--- src/rtl/ps2_kbd_pkg.sv ---
// Shared constants and types for the set-2 scan-code decoder.
package ps2_kbd_pkg;

    // Prefix bytes
    localparam logic [7:0] PS2_E0       = 8'hE0;
    localparam logic [7:0] PS2_F0       = 8'hF0;
    localparam logic [7:0] PS2_E1       = 8'hE1;

    // Device control replies
    localparam logic [7:0] PS2_ACK      = 8'hFA;
    localparam logic [7:0] PS2_RESEND   = 8'hFE;
    localparam logic [7:0] PS2_BAT_OK   = 8'hAA;
    localparam logic [7:0] PS2_BAT_FAIL = 8'hFC;
    localparam logic [7:0] PS2_ECHO     = 8'hEE;
    localparam logic [7:0] PS2_OVR0     = 8'h00;
    localparam logic [7:0] PS2_OVR1     = 8'hFF;

    // Pause key is reported with this code once its E1 sequence completes
    localparam logic [7:0] PS2_PAUSE_CODE = 8'h77;

    // Decoder states
    typedef enum logic [2:0] {
        ST_IDLE,
        ST_E0,
        ST_F0,
        ST_E0F0,
        ST_E1SKIP
    } state_e;

    // Event record: {pause, break, ext, code[7:0]}
    localparam int unsigned EVT_W = 11;

    typedef struct packed {
        logic       pause;
        logic       brk;
        logic       ext;
        logic [7:0] code;
    } evt_t;

    // Control pulse vector bit positions
    localparam int unsigned CTL_N        = 6;
    localparam int unsigned CTL_ACK      = 0;
    localparam int unsigned CTL_RESEND   = 1;
    localparam int unsigned CTL_BAT_OK   = 2;
    localparam int unsigned CTL_BAT_FAIL = 3;
    localparam int unsigned CTL_ECHO     = 4;
    localparam int unsigned CTL_OVERRUN  = 5;

    // One-hot classification of a received byte as a control reply (zero if not one)
    function automatic logic [CTL_N-1:0] ctl_decode(input logic [7:0] b);
        logic [CTL_N-1:0] r;
        r = '0;
        case (b)
            PS2_ACK:            r[CTL_ACK]      = 1'b1;
            PS2_RESEND:         r[CTL_RESEND]   = 1'b1;
            PS2_BAT_OK:         r[CTL_BAT_OK]   = 1'b1;
            PS2_BAT_FAIL:       r[CTL_BAT_FAIL] = 1'b1;
            PS2_ECHO:           r[CTL_ECHO]     = 1'b1;
            PS2_OVR0, PS2_OVR1: r[CTL_OVERRUN]  = 1'b1;
            default:            r = '0;
        endcase
        return r;
    endfunction

endpackage

--- src/rtl/ps2_kbd_decoder_if.sv ---
// Byte input, event FIFO handshake and status signals of the keyboard decoder.
interface ps2_kbd_decoder_if;

    logic [7:0] bs_data_in;
    logic       bs_data_in_produce;

    logic       evt_valid;
    logic [7:0] evt_code;
    logic       evt_ext;
    logic       evt_break;
    logic       evt_pause;
    logic       evt_ready;

    logic       ctl_ack;
    logic       ctl_resend;
    logic       ctl_bat_ok;
    logic       ctl_bat_fail;
    logic       ctl_echo;
    logic       ctl_overrun;

    logic       overflow;
    logic       overflow_clr;

    // Decoder side
    modport master (
        input  bs_data_in, bs_data_in_produce, evt_ready, overflow_clr,
        output evt_valid, evt_code, evt_ext, evt_break, evt_pause,
        output ctl_ack, ctl_resend, ctl_bat_ok, ctl_bat_fail, ctl_echo, ctl_overrun,
        output overflow
    );

    // Byte source / event consumer side
    modport slave (
        output bs_data_in, bs_data_in_produce, evt_ready, overflow_clr,
        input  evt_valid, evt_code, evt_ext, evt_break, evt_pause,
        input  ctl_ack, ctl_resend, ctl_bat_ok, ctl_bat_fail, ctl_echo, ctl_overrun,
        input  overflow
    );

endinterface

--- src/rtl/ps2_evt_fifo.sv ---
// First-word-fall-through FIFO; head is visible whenever not empty and reads as
// zero when empty. A push into a full FIFO is accepted if a pop happens the same cycle.
module ps2_evt_fifo #(
    parameter int unsigned DEPTH = 8,
    parameter int unsigned WIDTH = 11
) (
    input  logic             clk,
    input  logic             rst_n,
    input  logic             push,
    input  logic [WIDTH-1:0] push_data,
    input  logic             pop,
    output logic [WIDTH-1:0] pop_data,
    output logic             full,
    output logic             empty
);

    localparam int unsigned AW = (DEPTH > 1) ? $clog2(DEPTH) : 1;
    localparam int unsigned CW = AW + 1;
    localparam logic [CW-1:0] CNT_FULL = CW'(DEPTH);

    logic [WIDTH-1:0] mem_q [DEPTH];
    logic [AW-1:0]    wr_ptr_q, wr_ptr_d;
    logic [AW-1:0]    rd_ptr_q, rd_ptr_d;
    logic [CW-1:0]    count_q,  count_d;
    logic             push_ok;
    logic             pop_ok;

    assign empty    = (count_q == '0);
    assign full     = (count_q == CNT_FULL);
    assign pop_ok   = pop && !empty;
    assign push_ok  = push && (!full || pop_ok);
    assign pop_data = empty ? '0 : mem_q[rd_ptr_q];

    // Pointer and occupancy next-state
    always_comb begin
        wr_ptr_d = wr_ptr_q;
        rd_ptr_d = rd_ptr_q;
        count_d  = count_q;
        if (push_ok) wr_ptr_d = wr_ptr_q + 1'b1;
        if (pop_ok)  rd_ptr_d = rd_ptr_q + 1'b1;
        case ({push_ok, pop_ok})
            2'b10:   count_d = count_q + 1'b1;
            2'b01:   count_d = count_q - 1'b1;
            default: count_d = count_q;
        endcase
    end

    // Pointer and occupancy registers
    always_ff @(posedge clk or negedge rst_n) begin
        if (!rst_n) begin
            wr_ptr_q <= '0;
            rd_ptr_q <= '0;
            count_q  <= '0;
        end else begin
            wr_ptr_q <= wr_ptr_d;
            rd_ptr_q <= rd_ptr_d;
            count_q  <= count_d;
        end
    end

    // Storage; contents are don't-care until written, output is masked when empty
    always_ff @(posedge clk) begin
        if (push_ok) mem_q[wr_ptr_q] <= push_data;
    end

endmodule

--- src/rtl/ps2_kbd_decoder.sv ---
// Set-2 scan-code decoder: strips E0/F0/E1 prefixes, queues key events in a
// FWFT FIFO and reports device control replies as one-cycle pulses.
module ps2_kbd_decoder
    import ps2_kbd_pkg::*;
#(
    parameter int unsigned FIFO_DEPTH     = 8,
    parameter int unsigned TIMEOUT_CYCLES = 1000000
) (
    input  logic               clk,
    input  logic               reset,
    ps2_kbd_decoder_if.master  bus
);

    localparam int unsigned TMO_W = (TIMEOUT_CYCLES > 1) ? $clog2(TIMEOUT_CYCLES) : 1;
    localparam logic [TMO_W-1:0] TMO_LAST = TMO_W'(TIMEOUT_CYCLES - 1);

    state_e           state_q,  state_d;
    logic [TMO_W-1:0] tmo_q,    tmo_d;
    logic [2:0]       e1_cnt_q, e1_cnt_d;
    logic [CTL_N-1:0] ctl_q,    ctl_d;
    logic             ovf_q,    ovf_d;

    logic [CTL_N-1:0] ctl_hit;
    logic             push;
    evt_t             push_evt;
    logic             pop;
    logic             fifo_full;
    logic             fifo_empty;
    evt_t             head;

    assign ctl_hit = ctl_decode(bus.bs_data_in);
    assign pop     = bus.evt_ready && !fifo_empty;

    // Decoder next-state, prefix timeout, E1 skip counter, event push and control pulses
    always_comb begin
        state_d  = state_q;
        tmo_d    = tmo_q;
        e1_cnt_d = e1_cnt_q;
        ctl_d    = '0;
        push     = 1'b0;
        push_evt = '0;
        if (bus.bs_data_in_produce) begin
            tmo_d = '0;
            if (state_q == ST_E1SKIP) begin
                // Pause sequence bytes are consumed blindly, control codes included
                if (e1_cnt_q == 3'd1) begin
                    push          = 1'b1;
                    push_evt.pause = 1'b1;
                    push_evt.code  = PS2_PAUSE_CODE;
                    e1_cnt_d      = '0;
                    state_d       = ST_IDLE;
                end else begin
                    e1_cnt_d = e1_cnt_q - 1'b1;
                end
            end else if (|ctl_hit) begin
                ctl_d   = ctl_hit;
                state_d = ST_IDLE;
            end else if (bus.bs_data_in == PS2_E0) begin
                state_d = ST_E0;
            end else if (bus.bs_data_in == PS2_F0) begin
                if (state_q == ST_E0 || state_q == ST_E0F0) state_d = ST_E0F0;
                else                                        state_d = ST_F0;
            end else if (bus.bs_data_in == PS2_E1) begin
                state_d  = ST_E1SKIP;
                e1_cnt_d = 3'd7;
            end else begin
                push          = 1'b1;
                push_evt.brk  = (state_q == ST_F0) || (state_q == ST_E0F0);
                push_evt.ext  = (state_q == ST_E0) || (state_q == ST_E0F0);
                push_evt.code = bus.bs_data_in;
                state_d       = ST_IDLE;
            end
        end else if (state_q != ST_IDLE) begin
            if (tmo_q == TMO_LAST) begin
                state_d  = ST_IDLE;
                tmo_d    = '0;
                e1_cnt_d = '0;
            end else begin
                tmo_d = tmo_q + 1'b1;
            end
        end else begin
            tmo_d = '0;
        end
    end

    // Sticky overflow: a drop in the same cycle as a clear keeps the flag set
    always_comb begin
        ovf_d = ovf_q;
        if (push && fifo_full && !pop) ovf_d = 1'b1;
        else if (bus.overflow_clr)     ovf_d = 1'b0;
    end

    // Decoder state registers
    always_ff @(posedge clk or negedge reset) begin
        if (!reset) begin
            state_q  <= ST_IDLE;
            tmo_q    <= '0;
            e1_cnt_q <= '0;
            ctl_q    <= '0;
            ovf_q    <= 1'b0;
        end else begin
            state_q  <= state_d;
            tmo_q    <= tmo_d;
            e1_cnt_q <= e1_cnt_d;
            ctl_q    <= ctl_d;
            ovf_q    <= ovf_d;
        end
    end

    ps2_evt_fifo #(
        .DEPTH (FIFO_DEPTH),
        .WIDTH (EVT_W)
    ) u_fifo (
        .clk       (clk),
        .rst_n     (reset),
        .push      (push),
        .push_data (push_evt),
        .pop       (pop),
        .pop_data  (head),
        .full      (fifo_full),
        .empty     (fifo_empty)
    );

    assign bus.evt_valid    = !fifo_empty;
    assign bus.evt_code     = head.code;
    assign bus.evt_ext      = head.ext;
    assign bus.evt_break    = head.brk;
    assign bus.evt_pause    = head.pause;

    assign bus.ctl_ack      = ctl_q[CTL_ACK];
    assign bus.ctl_resend   = ctl_q[CTL_RESEND];
    assign bus.ctl_bat_ok   = ctl_q[CTL_BAT_OK];
    assign bus.ctl_bat_fail = ctl_q[CTL_BAT_FAIL];
    assign bus.ctl_echo     = ctl_q[CTL_ECHO];
    assign bus.ctl_overrun  = ctl_q[CTL_OVERRUN];

    assign bus.overflow     = ovf_q;

endmodule

--- src/flat_wrapper.sv ---
// flat-port wrapper written by rule: the top's interface ports become plain ports
module ps2_kbd_decoder_flat import ps2_kbd_pkg::*;
#(
    parameter int unsigned FIFO_DEPTH     = 8,
    parameter int unsigned TIMEOUT_CYCLES = 1000000
)
  (clk, reset, bus_bs_data_in, bus_bs_data_in_produce, bus_evt_ready, bus_overflow_clr, bus_evt_valid, bus_evt_code, bus_evt_ext, bus_evt_break, bus_evt_pause, bus_ctl_ack, bus_ctl_resend, bus_ctl_bat_ok, bus_ctl_bat_fail, bus_ctl_echo, bus_ctl_overrun, bus_overflow);
  ps2_kbd_decoder_if bus_i ();
  input  logic clk;
  input  logic reset;
  input wire logic [$bits(bus_i.bs_data_in)-1:0] bus_bs_data_in;
  input wire logic [$bits(bus_i.bs_data_in_produce)-1:0] bus_bs_data_in_produce;
  input wire logic [$bits(bus_i.evt_ready)-1:0] bus_evt_ready;
  input wire logic [$bits(bus_i.overflow_clr)-1:0] bus_overflow_clr;
  output wire logic [$bits(bus_i.evt_valid)-1:0] bus_evt_valid;
  output wire logic [$bits(bus_i.evt_code)-1:0] bus_evt_code;
  output wire logic [$bits(bus_i.evt_ext)-1:0] bus_evt_ext;
  output wire logic [$bits(bus_i.evt_break)-1:0] bus_evt_break;
  output wire logic [$bits(bus_i.evt_pause)-1:0] bus_evt_pause;
  output wire logic [$bits(bus_i.ctl_ack)-1:0] bus_ctl_ack;
  output wire logic [$bits(bus_i.ctl_resend)-1:0] bus_ctl_resend;
  output wire logic [$bits(bus_i.ctl_bat_ok)-1:0] bus_ctl_bat_ok;
  output wire logic [$bits(bus_i.ctl_bat_fail)-1:0] bus_ctl_bat_fail;
  output wire logic [$bits(bus_i.ctl_echo)-1:0] bus_ctl_echo;
  output wire logic [$bits(bus_i.ctl_overrun)-1:0] bus_ctl_overrun;
  output wire logic [$bits(bus_i.overflow)-1:0] bus_overflow;
  assign bus_i.bs_data_in = bus_bs_data_in;
  assign bus_i.bs_data_in_produce = bus_bs_data_in_produce;
  assign bus_i.evt_ready = bus_evt_ready;
  assign bus_i.overflow_clr = bus_overflow_clr;
  assign bus_evt_valid = bus_i.evt_valid;
  assign bus_evt_code = bus_i.evt_code;
  assign bus_evt_ext = bus_i.evt_ext;
  assign bus_evt_break = bus_i.evt_break;
  assign bus_evt_pause = bus_i.evt_pause;
  assign bus_ctl_ack = bus_i.ctl_ack;
  assign bus_ctl_resend = bus_i.ctl_resend;
  assign bus_ctl_bat_ok = bus_i.ctl_bat_ok;
  assign bus_ctl_bat_fail = bus_i.ctl_bat_fail;
  assign bus_ctl_echo = bus_i.ctl_echo;
  assign bus_ctl_overrun = bus_i.ctl_overrun;
  assign bus_overflow = bus_i.overflow;
  ps2_kbd_decoder #(.FIFO_DEPTH(FIFO_DEPTH), .TIMEOUT_CYCLES(TIMEOUT_CYCLES)) u_core (.clk(clk), .reset(reset), .bus(bus_i));
endmodule
--- config.mk ---
export PLATFORM = sky130hd
export DESIGN_NAME = ps2_kbd_decoder_flat
export DESIGN_NICKNAME = d
export VERILOG_FILES = /design/src/rtl/ps2_kbd_pkg.sv /design/src/rtl/ps2_kbd_decoder_if.sv /design/src/rtl/ps2_evt_fifo.sv /design/src/rtl/ps2_kbd_decoder.sv /design/src/flat_wrapper.sv
export SDC_FILE = /design/constraint.sdc
export NUM_CORES = 1
export LEC_CHECK = 0
export ABC_AREA = 1
export CAP_MARGIN = 40
export CORE_UTILIZATION = 62
export DETAILED_ROUTE_END_ITERATION = 8
export HOLD_SLACK_MARGIN = 0.05
export PLACE_DENSITY_LB_ADDON = 0.15
export SYNTH_ARGS = -nofsm -noshare
export SYNTH_HDL_FRONTEND = slang
export SYNTH_SLANG_ARGS = --single-unit
--- constraint.sdc ---
create_clock -name clk -period 5.8 [get_ports clk]
set_input_delay 1.16 -clock clk [delete_from_list [all_inputs] [get_ports clk]]
set_output_delay 1.16 -clock clk [all_outputs]
set_load 0.05 [all_outputs]
# Word level (Yosys, flattened, before mapping)
# Memories as Yosys holds them, arrays and structs flattened.
# Index checks and enable logic that the tools add are counted.
# Widths: inputs -> output; s select.
dict set report word_totals {
  ram_bits 88
  ff_bits 43
  input_bits 13
  n_memories 1
  rom_bits 0
  out_inout_bits 19
  latch_bits 0
}
dict set report classes {
  magnitude_cmp 0
  shift 0
  n_mux 51
  n_eq_ne 23
  bitwise 0
  div 0
  addsub 6
  n_reduce_logical 22
  multipliers 0
}
# memory depth width rd rd_ports_with_merged_regs write_ports line_no
set mem_list {}
lappend mem_list {u_core.u_fifo.mem_q 8 11 1 0 1 ps2_evt_fifo.sv:21} ;# logic [WIDTH-1:0] mem_q [DEPTH];
# operator n
set op_table {}
lappend op_table {{$eq 8x8->1 const B} 9}
lappend op_table {{$mux 20} 3}
lappend op_table {{$mux 3} 16}
lappend op_table {{$mux 10} 4}
lappend op_table {{$mux 11} 2}
lappend op_table {{$add 20x1->20 const B} 1}
lappend op_table {{$eq 20x20->1 const B} 1}
lappend op_table {{$mux 1} 19}
lappend op_table {{$mux 6} 3}
lappend op_table {{$ne 3x2->1 const B} 3}
lappend op_table {{$logic_not 8->1} 1}
lappend op_table {{$mux 8} 1}
lappend op_table {{$pmux 4 s2} 1}
lappend op_table {{$reduce_bool 2->1} 4}
lappend op_table {{$mux 7} 1}
lappend op_table {{$add 3x1->3 const B} 2}
lappend op_table {{$eq 3x1->1 const B} 2}
lappend op_table {{$eq 3x2->1 const B} 2}
lappend op_table {{$reduce_and 6->1} 1}
lappend op_table {{$reduce_or 6->1} 1}
lappend op_table {{$logic_and 1x1->1} 5}
lappend op_table {{$add 4x1->4 const B} 1}
lappend op_table {{$eq 4x4->1 const B} 1}
lappend op_table {{$logic_not 4->1} 1}
lappend op_table {{13 further kinds} 17}

# Longest topological paths before layout
# Gate-level depths: netlist of the first run.
dict set report logic_depth {
  ltp_word 10
  mapped_depth 20
}

# Modules after synthesis
# A second synthesis of the first run with hierarchy kept.
dict set report hier_totals {
  hier_cells 622
  area_unflattened_um2 6124.6
}
# module seq_area_each_um2 area_each_um2 cells_per_inst n_inst
set modules_own_cells {}
lappend modules_own_cells {ps2_evt_fifo 2892.8 4162.7 350 1}
lappend modules_own_cells {ps2_kbd_decoder 825.8 1961.9 272 1}

# Worst setup path before layout of the first run
# OpenSTA, ideal clock, no wires.
dict set report synth_timing {
  path_kind {register to output}
  startpoint {register u_core.u_fifo.count_q[0]}
  endpoint {output port bus_evt_break}
  required_time_ns 4.640
  n_path_buf 1
  setup_slack_ns 2.425
  stages_incl_launch_ff 8
  arrival_ns 2.215
  path_cell_list {dfrtp_1 -> nor2_1 -> inv_1 -> nor3_1 -> inv_1 -> clkbuf_1 -> o21ai_0 -> a31oi_1}
}
dict set report synth_via {
  elab_chain_len 2
}
# item line_no
set synth_rtl {}
lappend synth_rtl {{from (decl)} ps2_evt_fifo.sv:24} ;# logic [CW-1:0] count_q, count_d;
lappend synth_rtl {{from (signal assigned)} ps2_evt_fifo.sv:57} ;# count_q <= count_d;
lappend synth_rtl {{$logic_not 4->1} ps2_evt_fifo.sv:28} ;# assign empty = (count_q == '0);
lappend synth_rtl {{$mux 11} ps2_evt_fifo.sv:32} ;# assign pop_data = empty ? '0 : mem_q[rd_ptr_q];
lappend synth_rtl {{to (decl)} flat_wrapper.sv:18} ;# output wire logic [$bits(bus_i.evt_break)-1:0] bus_evt_break;
# No other way between the ends.

# Final worst setup path of the first run
dict set report layout_timing {
  startpoint {register u_core.u_fifo.rd_ptr_q[1]}
  endpoint {output port bus_evt_code[6]}
}
dict set report layout_via {
  elab_chain_len 2
}
# item line_no
set layout_rtl {}
lappend layout_rtl {{from (decl)} ps2_evt_fifo.sv:23} ;# logic [AW-1:0] rd_ptr_q, rd_ptr_d;
lappend layout_rtl {{from (signal assigned)} ps2_evt_fifo.sv:56} ;# rd_ptr_q <= rd_ptr_d;
lappend layout_rtl {{$mem_v2 8x11} -}
lappend layout_rtl {{$mux 11} ps2_evt_fifo.sv:32}
lappend layout_rtl {{to (decl)} flat_wrapper.sv:16} ;# output wire logic [$bits(bus_i.evt_code)-1:0] bus_evt_code;
# No other way between the ends.

==> reports/results.ini, run 1 <==
[floorplan]
die_area_sq_mm=0.00999
start_util_pct=64.1
rows=35
core_sq_mm=0.00928
io_pins=32
die_h_microns=100
die_w_microns=100

[placed_design]
gp_congestion=0.796
placedInstanceArea_sq_mm=0.00642
dp_hpwl_microns=8340
dp_slack_ns=1.77
port_buffers=31

[yosys]
synth_adder_area_share_pct=1.81
avgSynthCellArea_sq_um=10.1
syn_inst=589
ys_seq_elements=131
synth-compound-area-share_pct=10.2
yosysSeqAreaShare_pct=62.5
syn_nets=610
yosys-mux-area-fraction_pct=0
synth_area_sq_mm=0.00595
synth_top_family_by_area=simple AND/OR/NAND/NOR gates
synth.distinct_cells=34
synth-xor-area-share_pct=2.21
synth-simple-area-share_pct=18.4
yosys_warnings=0

[critical_path]
cpMostUsedCell=o21ai_0
cpPeakStageDelay_ns=0.82
cp_max_fo=24
critical_path_class=flop to primary output
worst_setup_path_start_kind=flop
end_kind=primary output
required_ns=4.64
path_cells=inv_1 -> o21ai_0 -> o22ai_1 -> o21ai_0 -> a31oi_1 -> clkdlybuf4s50_1
critPathArrivalTime_ns=3.57
crit_path_top_delay_cell=clkdlybuf4s50_1

[pwr]
clock_power_share_pct=32.1
comb_power_share_pct=33.2
p_int_mw=2.18
power_mw=3.45
p_per_area_mw_per_mm2=490
cellLeakagePower_nw=2.73
p_sw_mw=1.27
switching_share_pct=36.7
seq_power_share_pct=34.7
vdd_drop_max_uv=330

[cts]
cts.sinks=131
insertion_delay_ns=0.52
cts_resized=0
ctsHoldBuffers=0
root_buffer=clkbuf_8
cts_made_buffers=17
cts_tree=yes
htreeDepth=4
clockBufferDepth=2
cts.clk_slew.worst_paths_ns=0.06
postCtsSetupBuffers=0

[sta]
finClkSkew_ns=0.00891
final_hold_viol_count=0
tns_ns=0
slew_violations=0
fmax_mhz=212
finalCritPeriodShare_pct=81.5
slew_headroom_pct=34.8
period_needed_ns=4.73
worst_slack_ns=1.07
tightest_slew_ns=0.970
rsz0062_at_grt=no
setup_violations=0

[final_layout]
mostFrequentLayoutCells=nor2_1, edfxtp_1, nand2_1, o21ai_0, inv_1
area_growth_pct=18.3
n_fill_cell=627
fin_util_pct=75.8
finalNetCount=650
layout_commonest_cell=nor2_1
drive_above_1_share_pct=11.2
final_cell_area_sq_mm=0.00704
n_antenna_cell=0

[global_route]
grt_max_degree=48
grt_pass1_vias=4368
antenna_found_initial=0
grt_pass1_wl_microns=21300
gr-usage-all-layers_pct=28.6
grt_overflow=0

[route]
route.detailed.drc=0
antenna_left=0
wirelength_microns=13100
vias=4385
first_iter_violations=266
wire_per_inst_microns=17.0
viasPerCell=5.69
dr.pass1.iters=5

[status]
run_status=finished, final reports clean

[hold_path]
hold_class=flop to flop

[run]
cap_violations=0

-- final timing paths --
check / from / end / slack, ns / depth (start not counted)
hold reg to reg: u_core.tmo_q[0] / u_core.tmo_q[0] / 0.49 / 1
min in group asynchronous: reset / u_core.tmo_q[13] / 0.54 / 1
setup / recovery: u_core.u_fifo.rd_ptr_q[1] / bus_evt_code[6] / 1.07 / 6
max in group asynchronous: reset / u_core.u_fifo.wr_ptr_q[1] / 4.78 / 2
setup reg to reg: u_core.state_q[0] / u_core.u_fifo.count_q[3] / 3.11 / 16
hold / removal: u_core.tmo_q[0] / u_core.tmo_q[0] / 0.49 / 1
-- synth_stat cells --
master      n  area [sq um]
ha_1        7          87.6
nand2_1    66           248
nor2_1    123           462
nor2_2      6          37.5
a211oi_1    1          7.51
nand2_2     6          37.5
o21ai_1     6          30.0
fa_1        1          20.0
nor2_8      1          20.0
nor4_1      2          12.5
nand2_4     1          11.3
a31oi_1    13          81.3
nand4_1    13          81.3
xor2_1     11          96.3
nand3_1    13          65.1
o2111a_1    1          11.3
o21ai_2     1          8.76
edfxtp_1   88          2640
nor3_1      6          30.0
nor4_2      1          12.5
inv_2      12          45.0
nand3_2     1          10.0
o21a_1      1          7.51
xnor2_1     4          35.0
or2_4       1          8.76
o21ai_0    60           300
o22ai_1    14          87.6
dfrtp_1    43          1080
and2_4      2          17.5
inv_1      49           184
a21oi_1    14          70.1
clkbuf_1   17          63.8
nor3b_1     1          7.51
nor2_4      3          33.8
-- layer usage --
metal  global-route usage, %  up-vias  routed length, microns
met3                    4.53       35                     684
met4                    14.1        0                     369
li1                        -     2089                       -
met2                    48.3      163                    6580
met1                    36.3     2098                    5460
met5                       0        -                       0
-- kinds of logic (layout without fill, tap and decap cells) --
| family | Yosys count | count (layout) |
|---|---|---|
| AO/OA/AOI/OAI | 111 | 111 |
| XOR/XNOR | 15 | 15 |
| adder cells (fa/ha/maj) | 8 | 8 |
| buffers and inverters | 78 | 131 |
| flip-flops | 131 | 131 |
| AND/OR/NAND/NOR | 246 | 246 |
-- layout make-up --
class | instances | area, sq um | area share [%]
Inverter | 61 | 229 | 3.25
Timing Repair Buffer | 38 | 375 | 5.34
Multi-Input combinational cell | 380 | 1940 | 27.5
Tap cell | 129 | 161 | 2.29
Clock buffer | 19 | 432 | 6.14
Clock inverter | 13 | 181 | 2.58
Sequential cell | 131 | 3720 | 52.9
-- state kept, by name, summed over array words and instances (netlist names) --
register	cells
u_core.state_q	3
u_core.tmo_q	20
u_core.ctl_q	6
u_core.u_fifo.wr_ptr_q	3
u_core.u_fifo.count_q	4
u_core.bus.overflow	1
u_core.u_fifo.mem_q	88
u_core.u_fifo.rd_ptr_q	3
u_core.e1_cnt_q	3
-- critical path: cells and delay by family (launching register included) --
kind	cells	cell delay, ns
compound gates	4	0.78
flops	1	0.71
buf+inv	2	1.54
-- power by group through the flow --
stage               clock (mW)  sequential (mW)  combinational (mW)
global placement             0             1.20                1.08
floorplan                    0             1.18               0.818
CTS                       1.11             1.19                1.14
finish                    1.11             1.19                1.14
detailed placement           0             1.21                1.12
global route              1.15             1.20                1.23
-- through the flow --
step           cells  hold WS (ns)
5_1_grt          771         0.534
3_5_place_dp     739         0.489
4_1_cts          771         0.497
3_3_place_gp     733         0.473
6_report         771         0.495
2_1_floorplan    589         0.455
No activity file was read; power rests on OpenSTA's default activity.
==> run 2, diff against run 1 <==
--- a/config.mk
+++ b/config.mk
@@ -7,7 +7,7 @@
 export LEC_CHECK = 0
 export ABC_AREA = 1
 export CAP_MARGIN = 40
-export CORE_UTILIZATION = 62
+export CORE_UTILIZATION = 60
 export DETAILED_ROUTE_END_ITERATION = 8
 export HOLD_SLACK_MARGIN = 0.05
 export PLACE_DENSITY_LB_ADDON = 0.15
==> constraint.sdc (replaced) <==
create_clock -name clk -period 4.9 [get_ports clk]
set_input_delay 0.98 -clock clk [delete_from_list [all_inputs] [get_ports clk]]
set_output_delay 0.98 -clock clk [all_outputs]
set_load 0.05 [all_outputs]
==> reports/results.ini, run 2 (synthesized netlist as in run 1, its figures left out) <==
[status]
run_status=finished, final reports clean

[pwr]
switching_share_pct=36.1
clock_power_share_pct=32.6
comb_power_share_pct=33.6
seq_power_share_pct=33.7
p_int_mw=2.62
p_per_area_mw_per_mm2=581
p_sw_mw=1.48
cellLeakagePower_nw=2.75
vdd_drop_max_uv=367
power_mw=4.10

[cts]
postCtsSetupBuffers=0
ctsHoldBuffers=0
cts_tree=yes
cts.clk_slew.worst_paths_ns=0.06
insertion_delay_ns=0.52
root_buffer=clkbuf_8
cts_resized=0
clockBufferDepth=2
cts.sinks=131
htreeDepth=4
cts_made_buffers=17

[sta]
finalCritPeriodShare_pct=83.1
period_needed_ns=4.07
final_hold_viol_count=0
fmax_mhz=246
finClkSkew_ns=0.0136
tightest_slew_ns=0.941
setup_violations=0
tns_ns=0
slew_violations=0
slew_headroom_pct=36.8
rsz0062_at_grt=no

[global_route]
grt_max_degree=47
grt_pass1_wl_microns=20200
gr-max-usage-layer=met2
grt_overflow=0
gr-usage-met1_pct=33.1
grtUsageMet3_pct=6.00
antenna_found_initial=0
gr-usage-all-layers_pct=27.0
grt_pass1_vias=4189
gr-usage-met2_pct=46.3

[final_layout]
area_growth_pct=18.6
largest_register_ffs=88
n_fill_cell=613
drive_above_1_share_pct=11.2
layout_commonest_cell=nor2_1
reg_top3=u_core.u_fifo.mem_q x88, u_core.tmo_q x20, u_core.ctl_q x6
largest-register=u_core.u_fifo.mem_q
n_antenna_cell=0
finalNetCount=651
mostFrequentLayoutCells=nor2_1, edfxtp_1, nand2_1, o21ai_0, inv_1

[floorplan]
start_util_pct=63.2
die_w_microns=102
io_pins=32
core_sq_mm=0.00942
die_h_microns=102
rows=35
die_area_sq_mm=0.0103

[critical_path]
required_ns=3.92
cp_max_fo=23
critPathArrivalTime_ns=3.09
end_kind=primary output
cpPeakStageDelay_ns=0.85
crit_path_top_delay_cell=clkdlybuf4s50_1
worstRegToRegCells=16
path_delay_family=buffers and inverters
crit_buf_inv=2
critical_path_class=flop to primary output
path_depth=6
cpMostUsedCell=o21ai_0
worst_setup_path_start_kind=flop
path_cells=inv_1 -> o21ai_0 -> o22ai_1 -> o21ai_0 -> a31oi_1 -> clkdlybuf4s50_1

[placed_design]
dp_hpwl_microns=8520
gp_congestion=0.962
port_buffers=31

[route]
wirelength_microns=12700
dr.pass1.iters=6
viasPerCell=5.60
antenna_left=0
wire_per_inst_microns=16.4
first_iter_violations=269
vias=4321
route.detailed.drc=0

[hold_path]
hold_class=input port to asynchronous set/reset pin

[run]
cap_violations=0

-- run 2: cell types whose count changed in the layout (fill, tap and decap cells not counted) --
cell and change:
clkbuf_1 +1, bufinv_16 +1, clkinvlp_4 -3, clkbuf_8 -1
buf_4 +1, clkinv_4 +2
-- run 2: area by class of cell --
cell class,count,area [sq um],share of cell area [%]
Clock buffer,19,422,5.97
Tap cell,129,161,2.29
Timing Repair Buffer,39,383,5.42
Sequential cell,131,3720,52.7
Clock inverter,13,206,2.93
Inverter,61,229,3.24
Multi-Input combinational cell,380,1940,27.5
-- run 2: stage by stage --
step                cells  hold slack [ns]  instance area [sq um]  util, %  setup slack (ns)
floorplan             589            0.455                   5950        -              1.70
global placement      734            0.476                   6370     67.6              1.15
detailed placement    740            0.484                   6430     68.3              1.22
CTS                   772            0.311                   7060     75.0             0.793
global route          772            0.309                   7060     75.0             0.689
finish                772            0.325                   7060     75.0             0.828
-- run 2: worst paths after layout --
check / start / end / slack (ns)
setup / recovery: u_core.u_fifo.rd_ptr_q[1] / bus_evt_pause / 0.83
hold / removal: reset / u_core.ctl_q[1] / 0.33
setup reg to reg: u_core.state_q[0] / u_core.u_fifo.count_q[3] / 2.24
hold reg to reg: u_core.tmo_q[0] / u_core.tmo_q[0] / 0.49
max in group asynchronous: reset / u_core.u_fifo.wr_ptr_q[2] / 4.11
min in group clk: u_core.tmo_q[0] / u_core.tmo_q[0] / 0.49
-- run 2: layer usage --
layer / wire (microns) / vias up
met5: 0 / -
met4: 331 / 0
met3: 700 / 28
met2: 6490 / 162
met1: 5130 / 2042
li1: - / 2089
-- run 2: power by group through the flow --
stage          Sequential, mW  Combinational, mW  Clock (mW)
2_1_floorplan            1.39              0.968           0
3_3_place_gp             1.40               1.34           0
3_5_place_dp             1.41               1.38           0
4_1_cts                  1.38               1.39        1.35
5_1_grt                  1.40               1.49        1.41
6_report                 1.38               1.38        1.34
-- run 2: worst register-to-register path, cell delays in order, from the launching register on --
cell and delay, ns:
dfrtp_1 0.39, nor2_1 0.24, nand2_2 0.19, o21ai_1 0.33, inv_2 0.10, nand2_4 0.15, nand2_2 0.11, inv_2 0.10
ha_1 0.26, nand2_1 0.08, nand2_1 0.05, a31oi_1 0.19, inv_1 0.06, nand3_1 0.10, nand3_1 0.09, nand2_1 0.06
nand2_1 0.05
==> run 3, diff against run 2 <==
==> constraint.sdc (replaced) <==
create_clock -name clk -period 4.25 [get_ports clk]
set_input_delay 0.85 -clock clk [delete_from_list [all_inputs] [get_ports clk]]
set_output_delay 0.85 -clock clk [all_outputs]
set_load 0.05 [all_outputs]
==> reports/results.ini, run 3 (synthesized netlist as in run 1, its figures left out) <==
[status]
run_status=finished, final reports clean

[sta]
rsz0062_at_grt=no
setup_violations=0
slew_headroom_pct=51.0
tns_ns=0
finClkSkew_ns=0.0141
tightest_slew_ns=0.735
period_needed_ns=4.01
finalCritPeriodShare_pct=94.4
worst_slack_ns=0.237
final_hold_viol_count=0
slew_violations=0
fmax_mhz=249

[route]
wire_per_inst_microns=17.0
dr.pass1.iters=6
viasPerCell=5.66
antenna_left=0
route.detailed.drc=0
first_iter_violations=335
wirelength_microns=13200
vias=4390

[global_route]
grt_max_degree=47
grt_pass1_vias=4489
grt_pass1_wl_microns=21400
gr-usage-all-layers_pct=28.3
grt_overflow=0
antenna_found_initial=0

[placed_design]
placedInstanceArea_sq_mm=0.00644
gp_congestion=0.911
port_buffers=31
dp_slack_ns=0.656
dp_hpwl_microns=8620

[cts]
htreeDepth=4
clockBufferDepth=2
cts.sinks=131
cts_resized=0
postCtsSetupBuffers=0
cts_made_buffers=17
insertion_delay_ns=0.52
ctsHoldBuffers=0
root_buffer=clkbuf_8
cts_tree=yes
cts.clk_slew.worst_paths_ns=0.06

[pwr]
vdd_drop_max_uv=489
p_per_area_mw_per_mm2=661
cellLeakagePower_nw=2.74
clock_power_share_pct=31.0
comb_power_share_pct=34.6
switching_share_pct=37.1
p_int_mw=2.93
p_sw_mw=1.73
seq_power_share_pct=34.4

[final_layout]
drive_above_1_share_pct=11.8
area_growth_pct=18.3
largest_register_ffs=88
n_fill_cell=658
mostFrequentLayoutCells=nor2_1, edfxtp_1, nand2_1, o21ai_0, inv_1
register_area_sq_mm=0.00372
finalNetCount=654
largest-register=u_core.u_fifo.mem_q
multiInputGateArea_sq_mm=0.00194
layout_commonest_cell=nor2_1
n_antenna_cell=0
reg_top3=u_core.u_fifo.mem_q x88, u_core.tmo_q x20, u_core.ctl_q x6
final_cell_area_sq_mm=0.00704

[floorplan]
die_h_microns=102
die_area_sq_mm=0.0103
io_pins=32
core_sq_mm=0.00942
rows=35
start_util_pct=63.2
die_w_microns=102

[critical_path]
worst_setup_path_start_kind=flop
required_ns=3.40
end_kind=primary output
cp_max_fo=44
critPathArrivalTime_ns=3.16
r2r_start=u_core.state_q[0]
critical_path_class=flop to primary output
crit_start=u_core.u_fifo.rd_ptr_q[0]

[hold_path]
hold_class=input port to asynchronous set/reset pin

[run]
cap_violations=0

run 3: path summary, 6_finish.rpt:
kind,endpoint,slack [ns],cells after the start
max,bus_evt_code[1],0.24,6
min in group clk,u_core.tmo_q[0],0.50,1
min,u_core.ctl_q[1],0.16,1
min reg2reg,u_core.tmo_q[0],0.50,1
max in group asynchronous,u_core.u_fifo.wr_ptr_q[1],3.63,2
max reg2reg,u_core.u_fifo.count_q[3],1.43,16
run 3: critical path: stages, from the launching register on:
cell             delay (ns)
dfrtp_1                0.39
inv_2                  0.51
o21ai_0                0.18
o22ai_1                0.24
o21ai_0                0.18
a31oi_1                0.29
clkdlybuf4s50_1        0.86
run 3: power groups by stage:
stage / clock network, mW / registers (mW) / logic [mW]
after floorplan: 0 / 1.60 / 1.12
after global placement: 0 / 1.61 / 1.55
after detailed placement: 0 / 1.62 / 1.59
after CTS: 1.46 / 1.60 / 1.61
after global routing: 1.51 / 1.61 / 1.76
final: 1.44 / 1.60 / 1.61
run 3: stage by stage:
step                utilization [%]  cells  power [mW]  hold WS, ns
floorplan                         -    589        2.72        0.455
global placement               68.2    741        3.16        0.479
detailed placement             68.5    743        3.20        0.486
CTS                            74.7    775        4.67        0.149
global route                   74.8    775        4.88        0.150
finish                         74.8    775        4.65        0.159
run 3: layout make-up:
type                    instances  area share, %
clock inverters                12           2.19
repair buffers                 42           5.65
well taps                     129           2.29
multi-input cells             380           27.5
flip-flops and latches        131           52.8
clock buffers                  20           6.19
inverters                      61           3.31
run 3: metal layers:
| metal | global-route usage (%) | vias up | part of all wire (%) |
|---|---|---|---|
| li1 | - | 2096 | - |
| met1 | 34.5 | 2089 | 41 |
| met2 | 49.1 | 178 | 52 |
| met3 | 6.28 | 27 | 5.6 |
| met4 | 11.7 | 0 | 2.0 |
| met5 | 0 | - | 0 |
